[src/rtl/keypad_scanner.sv]
// Purpose: scans a 4x6 active-low key matrix, debounces one key, encodes it as {is_num, code}.
// Latency: newkey about DEBOUNCE_CYCLES+1 cycles after the key is first seen, plus scan/sync delay.
// Backpressure: none; the consumer must take keycode in the single newkey cycle.
module keypad_scanner #(
    parameter int SCAN_CYCLES     = 16,
    parameter int DEBOUNCE_CYCLES = 50000
) (
    input  logic       clock,
    input  logic       reset,
    input  logic [3:0] rows,
    output logic [5:0] cols,
    output logic       newkey,
    output logic [4:0] keycode
);

    localparam int SCW = (SCAN_CYCLES > 1) ? $clog2(SCAN_CYCLES) : 1;
    localparam int DBW = (DEBOUNCE_CYCLES > 1) ? $clog2(DEBOUNCE_CYCLES) : 1;
    localparam logic [SCW-1:0] SCAN_LAST = SCW'(SCAN_CYCLES - 1);
    localparam logic [DBW-1:0] DEB_LAST  = DBW'(DEBOUNCE_CYCLES - 1);

    typedef enum logic [1:0] {
        S_SCAN    = 2'd0,
        S_PRESS   = 2'd1,
        S_EMIT    = 2'd2,
        S_RELEASE = 2'd3
    } state_t;

    state_t         r_state;
    state_t         w_state_nxt;
    logic [3:0]     r_rows_meta;
    logic [3:0]     r_rs;
    logic [2:0]     r_col;
    logic [1:0]     r_row;
    logic [3:0]     r_hot;
    logic [SCW-1:0] r_scan_cnt;
    logic [DBW-1:0] r_deb_cnt;
    logic           r_newkey;
    logic [4:0]     r_keycode;

    logic [3:0]     w_low;
    logic           w_one_low;
    logic [1:0]     w_row_idx;
    logic           w_mapped;
    logic [2:0]     w_col_next;

    // Key map: columns 0..3 are digits r*4+c, columns 4 and 5 are operators.
    function automatic logic [4:0] f_map(input logic [1:0] r, input logic [2:0] c);
        logic [4:0] v;
        v = 5'b00000;
        if (c < 3'd4) begin
            v = {1'b1, r, c[1:0]};
        end else if (c == 3'd4) begin
            case (r)
                2'd0:    v = 5'b01010;
                2'd1:    v = 5'b00011;
                2'd2:    v = 5'b00010;
                default: v = 5'b00100;
            endcase
        end else begin
            case (r)
                2'd0:    v = 5'b00001;
                2'd1:    v = 5'b01100;
                2'd2:    v = 5'b01001;
                default: v = 5'b00000;
            endcase
        end
        return v;
    endfunction

    assign w_low      = ~r_rs;
    assign w_one_low  = (w_low != 4'b0000) && ((w_low & (w_low - 4'd1)) == 4'b0000);
    assign w_mapped   = !((r_col == 3'd5) && (w_row_idx == 2'd3));
    assign w_col_next = (r_col == 3'd5) ? 3'd0 : r_col + 3'd1;
    assign cols       = ~(6'd1 << r_col);
    assign newkey     = r_newkey;
    assign keycode    = r_keycode;

    // Convert the one-hot low row pattern to a row index.
    always_comb begin
        w_row_idx = 2'd0;
        case (w_low)
            4'b0010: w_row_idx = 2'd1;
            4'b0100: w_row_idx = 2'd2;
            4'b1000: w_row_idx = 2'd3;
            default: w_row_idx = 2'd0;
        endcase
    end

    // Two-flop synchronizer for the asynchronous row lines; idle lines read high.
    always_ff @(posedge clock or negedge reset) begin
        if (!reset) begin
            r_rows_meta <= 4'hF;
            r_rs        <= 4'hF;
        end else begin
            r_rows_meta <= rows;
            r_rs        <= r_rows_meta;
        end
    end

    // State register.
    always_ff @(posedge clock or negedge reset) begin
        if (!reset) begin
            r_state <= S_SCAN;
        end else begin
            r_state <= w_state_nxt;
        end
    end

    // Next-state decisions from the synchronized rows and the counters.
    always_comb begin
        w_state_nxt = r_state;
        case (r_state)
            S_SCAN: begin
                if (r_scan_cnt == SCAN_LAST && w_one_low && w_mapped) begin
                    w_state_nxt = S_PRESS;
                end
            end
            S_PRESS: begin
                if (r_rs != r_hot) begin
                    w_state_nxt = S_SCAN;
                end else if (r_deb_cnt == DEB_LAST) begin
                    w_state_nxt = S_EMIT;
                end
            end
            S_EMIT: begin
                w_state_nxt = S_RELEASE;
            end
            default: begin
                if (r_rs == 4'hF && r_deb_cnt == DEB_LAST) begin
                    w_state_nxt = S_SCAN;
                end
            end
        endcase
    end

    // Column walk, counters, latched key position and the registered outputs.
    always_ff @(posedge clock or negedge reset) begin
        if (!reset) begin
            r_col      <= 3'd0;
            r_row      <= 2'd0;
            r_hot      <= 4'hF;
            r_scan_cnt <= '0;
            r_deb_cnt  <= '0;
            r_newkey   <= 1'b0;
            r_keycode  <= 5'b00000;
        end else begin
            r_newkey <= 1'b0;
            case (r_state)
                S_SCAN: begin
                    if (r_scan_cnt == SCAN_LAST) begin
                        r_scan_cnt <= '0;
                        if (w_one_low && w_mapped) begin
                            r_hot     <= r_rs;
                            r_row     <= w_row_idx;
                            r_deb_cnt <= '0;
                        end else begin
                            r_col <= w_col_next;
                        end
                    end else begin
                        r_scan_cnt <= r_scan_cnt + 1'b1;
                    end
                end
                S_PRESS: begin
                    if (r_rs != r_hot) begin
                        r_deb_cnt  <= '0;
                        r_scan_cnt <= '0;
                    end else if (r_deb_cnt == DEB_LAST) begin
                        // Load here so keycode is already valid in the newkey cycle.
                        r_deb_cnt <= '0;
                        r_keycode <= f_map(r_row, r_col);
                        r_newkey  <= 1'b1;
                    end else begin
                        r_deb_cnt <= r_deb_cnt + 1'b1;
                    end
                end
                S_EMIT: begin
                    r_deb_cnt <= '0;
                end
                default: begin
                    if (r_rs != 4'hF) begin
                        r_deb_cnt <= '0;
                    end else if (r_deb_cnt == DEB_LAST) begin
                        r_deb_cnt  <= '0;
                        r_scan_cnt <= '0;
                        r_col      <= w_col_next;
                    end else begin
                        r_deb_cnt <= r_deb_cnt + 1'b1;
                    end
                end
            endcase
        end
    end

endmodule
[config.mk]
export PLATFORM = sky130hd
export DESIGN_NAME = keypad_scanner
export DESIGN_NICKNAME = d
export VERILOG_FILES = /design/src/rtl/keypad_scanner.sv
export SDC_FILE = /design/constraint.sdc
export NUM_CORES = 1
export LEC_CHECK = 0
export ABC_CLOCK_PERIOD_IN_PS = 3090
export CAP_MARGIN = 20
export CORE_AREA = 2 2 81 83
export DETAILED_ROUTE_END_ITERATION = 8
export DIE_AREA = 0 0 83 85
export PLACE_DENSITY = 0.59
export SYNTH_ARGS = -nofsm -noshare
export SYNTH_HDL_FRONTEND = slang
export SYNTH_SLANG_ARGS = --single-unit
[constraint.sdc]
create_clock -name clock -period 3.09 [get_ports clock]
set_clock_uncertainty 0.15 [all_clocks]
set_input_delay 0.618 -clock clock [delete_from_list [all_inputs] [get_ports clock]]
set_output_delay 0.618 -clock clock [all_outputs]
set_load 0.005 [all_outputs]
Yosys cells after proc, flatten, opt, wreduce, memory -nomap -nowiden
Index checks and enable logic that the tools add are counted.
{ "totals": {"register_bits": 45, "word_cells": 96, "out_inout_bits": 12, "input_bits": 6} }
{ "classes": {"addsub": 4, "n_reduce_logical": 21, "shift": 1, "n_lt_le_gt_ge": 1, "bitwise": 6, "eq_ne": 23, "muxes": 30} }
{ "op_table": {"columns": ["op", "n"], "rows": [
  ["16-bit 2-to-1 mux", 5],
  ["16-bit one-hot mux with 3 select lines", 1],
  ["4-bit one-hot mux with 3 select lines", 3],
  ["16-bit by 1-bit adder with 16-bit output (second input constant)", 1],
  ["16-bit equality test (second input constant)", 1],
  ["4-bit 2-to-1 mux", 4],
  ["3-bit 2-to-1 mux", 5],
  ["4-bit equality test (second input constant)", 3],
  ["2-bit one-hot mux with 3 select lines", 2],
  ["5-bit 2-to-1 mux", 2],
  ["2-bit inequality test (second input constant)", 5],
  ["3-bit AND reduction", 3],
  ["2-bit 2-to-1 mux", 4],
  ["4-bit nonzero test", 2],
  ["2-bit equality test (second input constant)", 3],
  ["3-bit equality test (second input constant)", 2],
  ["1-bit logical AND", 6],
  ["6-bit NOT", 1],
  ["3-bit one-hot mux with 2 select lines", 1],
  ["1-bit by 3-bit left shift with 6-bit output (first input constant)", 1],
  ["5-bit AND reduction", 1],
  ["4-bit by 1-bit adder with 4-bit output (second input constant)", 1],
  ["4-bit AND", 1],
  ["2-bit by 1-bit equality test with 1-bit output (second input constant)", 2],
  ["other kinds (21)", 26]
]} }

Depth between registers and ports, before layout
{ "logic_depth": {"depth_word": 10, "depth_mapped": 7, "ltp_nobuf": 6} }

Worst setup path after synthesis
No wires, ideal clock.
{ "synth_timing": {"path_type": "reg2reg", "from": "register r_deb_cnt[5]", "to": "register r_col[2]", "path_stages_with_launch": 7, "n_path_buf": 1, "period_less_slack_ns": 2.097, "slack_ns": 0.993, "arrival_ns": 1.822, "setup_time_ns": 0.125, "required_ns": 2.815, "path_cell_list": "dfrtp_1 > buf_2 > nor4b_1 > and4_2 > a21oi_1 > nor4_2 > mux2_2"} }
{ "synth_via": {"elab_chain_cells": 3} }
{ "synth_lines": {"columns": ["element", "line", "text"], "rows": [
  ["start: declaration", "36", "logic [DBW-1:0] r_deb_cnt;"],
  ["start signal: assignment", "173", "r_deb_cnt <= r_deb_cnt + 1'b1;"],
  ["start signal: assignment", "187", "r_deb_cnt <= r_deb_cnt + 1'b1;"],
  ["16-bit equality test", "182", "end else if (r_deb_cnt == DEB_LAST) begin"],
  ["2-bit nonzero test (no line)", null, null],
  ["5-bit AND reduction (no line)", null, null],
  ["end signal: assignment", "157", "r_col <= w_col_next;"],
  ["end signal: assignment", "185", "r_col <= w_col_next;"],
  ["end: declaration", "32", "logic [2:0] r_col;"]
]} }
Every way passes these cells.
A chain may end at the register's enable or synchronous reset.

Worst setup path after layout
{ "layout_timing": {"from": "register r_col[2]", "to": "output port cols[3]"} }
{ "layout_via": {"elab_chain_cells": 2} }
{ "layout_lines": {"columns": ["element", "line", "text"], "rows": [
  ["1-bit by 3-bit left shift with 6-bit output", "74", "assign cols = ~(6'd1 << r_col);"],
  ["6-bit NOT", "74", null],
  ["end: declaration", "11", "output logic [5:0] cols,"]
]} }
Every way passes these cells.

==> results.py <==
metrics = {
    "logic_synthesis": {
        "ys_ff_latch": 45,
        "synth.distinct_cells": 57,
        "synth_ff_type": "dfrtp_1",
        "yosys_warnings": 0,
        "synth_area_um2": 2550,
        "syn_avg_cell_area_um2": 10.1,
        "synth_edf_count": 0,
        "synth_cells": 251,
        "yosysSeqAreaShare": 0.448,
        "synth-async-reset-ratio": 1.00,
        "synth_nets": 268,
    },
    "outcome": {
        "status": "finished, final reports clean",
    },
    "clock_network": {
        "cts_buffers": 5,
        "cts.clk_slew.worst_paths_ps": 90,
        "cts.path.max_buffers": 2,
        "h-tree-depth": 2,
        "holdBufCountCts": 0,
        "clockRootBuffer": "clkbuf_8",
        "cts_setup_buffers": 0,
        "cts_tree": "yes",
        "clock_latency_ps": 300,
        "post_cts_resized": 0,
        "clock-sinks": 45,
    },
    "power_and_ir_drop": {
        "pwr-share-comb": 0.360,
        "total_leakage_power_uw": 0.00117,
        "pwr-share-seq": 0.428,
        "p_total_uw": 1800,
        "pwr-share-clk": 0.213,
        "ir_drop_mv": 0.314,
        "p_int_uw": 1150,
        "power_density_nw_per_um2": 625,
        "switchingPower_uw": 656,
        "p_sw_frac": 0.364,
    },
    "routing": {
        "wl_per_cell_um": 14.9,
        "met1Wirelength_um": 2710,
        "highest_layer": "met4",
        "vias": 1890,
        "drc": 0,
        "wl_met3_um": 173,
        "dr_wl_met2_um": 2210,
        "drtIter0Drc": 138,
        "ant_nets": 0,
        "post_drt_via_cell_ratio": 5.46,
        "drt_wl_total_um": 5140,
        "drt_pass1_iterations": 4,
    },
    "sta": {
        "final-hold-violation-count": 0,
        "rsz0062_at_grt": "no",
        "setup_viol": 0,
        "slew_violations": 0,
        "worst_pin_slew_ps": 579,
        "slew_headroom": 0.611,
        "fin_setup_tns_ps": 0,
        "finalCriticalPeriod_ps": 2520,
        "post-route-period-util": 0.817,
        "fmax_ghz": 0.396,
    },
    "floorplan": {
        "die_area_um2": 7060,
        "initial_core_util": 0.410,
        "io_pins": 18,
        "rows": 29,
        "die_h_um": 85,
        "die_x_um": 83,
        "core_um2": 6200,
    },
    "worst_setup_path": {
        "worstSetupStartpointType": "register",
        "path_class": "register to output pin",
        "required_ps": 2320,
        "critPathCaptureType": "output pin",
        "critPathTopFamily": "buffers and inverters",
        "worstPathMaxFanout": 11,
        "crit_slowest_cell": "dfrtp_1",
        "arrival_ps": 1760,
        "crit_buf_inv": 3,
        "cpPeakStageDelay_ps": 530,
        "crit_chain": "inv_1 > ha_1 > inv_1 > clkdlybuf4s50_1",
        "timing.critical_path.mode_cell": "inv_1",
    },
    "global_routing": {
        "grt_antenna_before_repair": 0,
        "grtUsageTotal": 0.155,
        "grt_first_pass_wirelength_um": 9030,
        "grt_pass1_vias": 1859,
        "grt_overflow": 0,
        "grt_max_degree": 46,
    },
    "place": {
        "port_buffers": 17,
        "place_hpwl_um": 3600,
        "dpl-instance-area_um2": 2790,
        "place_congestion": 0.816,
    },
    "worst_hold_path": {
        "holdCritPathClass": "register to register",
    },
    "layout": {
        "synthToLayoutAreaGrowth_pct": 13.1,
        "fin_nets": 285,
        "final_area_um2": 2880,
        "diodes": 0,
        "mostFrequentLayoutCells": "dfrtp_1, nand2_1, nor2_1",
        "mostFrequentLayoutCell": "dfrtp_1",
        "drive_above_1_share": 0.182,
    },
    "flow_run": {
        "maxCapViolCount": 0,
    },
}
[logic make-up (layout without fill, tap and decap cells)]
group                    after synthesis  count (layout)  share of synthesized area
AND/OR/NAND/NOR                       97              97                      0.206
buffers and inverters                 21              39                     0.0339
AO/OA/AOI/OAI                         57              57                      0.177
XOR/XNOR                               7               7                     0.0241
multiplexers                          13              13                     0.0565
adder cells (fa/ha/maj)               11              11                     0.0541
flip-flops                            45              45                      0.448
[stage by stage]
stage | std cells | util | worst slack, ps | hold WS (ps)
after CTS | 346 | 0.464 | 556 | 211
after detailed placement | 338 | 0.449 | 790 | 197
after global placement | 338 | 0.449 | 694 | 195
after global routing | 346 | 0.464 | 410 | 220
final | 346 | 0.464 | 565 | 210
after floorplan | 251 | - | 993 | 172
[layout make-up]
| type | instances | area, um2 |
|---|---|---|
| Inverter | 11 | 41.3 |
| Tap cell | 77 | 96.3 |
| Clock buffer | 5 | 68.8 |
| Clock inverter | 3 | 26.3 |
| Sequential cell | 45 | 1140 |
| Timing Repair Buffer | 20 | 188 |
| Fill cell | 581 | 3320 |
| Multi-Input combinational cell | 185 | 1320 |
[state kept, by name (all words and copies together) (netlist names)]
register and flops:
keycode 5, newkey 1, r_state 2, r_rs 4, r_scan_cnt 4, r_col 3, r_row 2, r_hot 4
r_deb_cnt 16, r_rows_meta 4
[synthesized netlist by cell type (all sizes together) (3+ instances only)]
cell | number | area [um2]
o21ai | 6 | 30.0
a31o | 4 | 43.8
buf | 6 | 30.0
xnor2 | 5 | 43.8
a22o | 6 | 52.6
o22ai | 3 | 18.8
nor4 | 3 | 25.0
dfstp | 12 | 315
ha | 11 | 138
a21oi | 8 | 43.8
nand3 | 16 | 85.1
o2bb2ai | 4 | 35.0
nand4 | 7 | 43.8
a31oi | 4 | 40.0
nand2 | 24 | 90.1
nor2 | 21 | 78.8
inv | 11 | 41.3
dfrtp | 33 | 826
o311ai | 5 | 51.3
o31ai | 4 | 30.0
nor4b | 3 | 26.3
and4 | 3 | 27.5
mux2 | 11 | 124
clkbuf | 4 | 15.0
nand3b | 3 | 22.5
nor3 | 7 | 51.3
[path summary, 6_finish.rpt]
kind                       depth (start not counted)       endpoint           start  slack (ps)
min reg2reg                                        0        r_rs[1]  r_rows_meta[1]         210
max reg2reg                                        5       r_col[2]    r_deb_cnt[5]         730
max                                                4        cols[3]        r_col[2]         570
max in group asynchronous                          2  r_deb_cnt[11]           reset        2170
min in group asynchronous                          2  r_scan_cnt[1]           reset         240
min                                                0        r_rs[1]  r_rows_meta[1]         210
[power groups by stage]
stage | combinational (uW) | sequential, uW | clock (uW)
finish | 648 | 770 | 383
global route | 731 | 786 | 433
CTS | 652 | 769 | 393
detailed placement | 650 | 781 | 0
global placement | 644 | 776 | 0
floorplan | 512 | 734 | 0
[metal layers]
metal,vias up,GRT usage
li1,967,-
met1,883,0.227
met2,34,0.231
met3,6,0.0370
met4,0,0.0432
met5,-,0
Power figures use the tool's default switching activity.
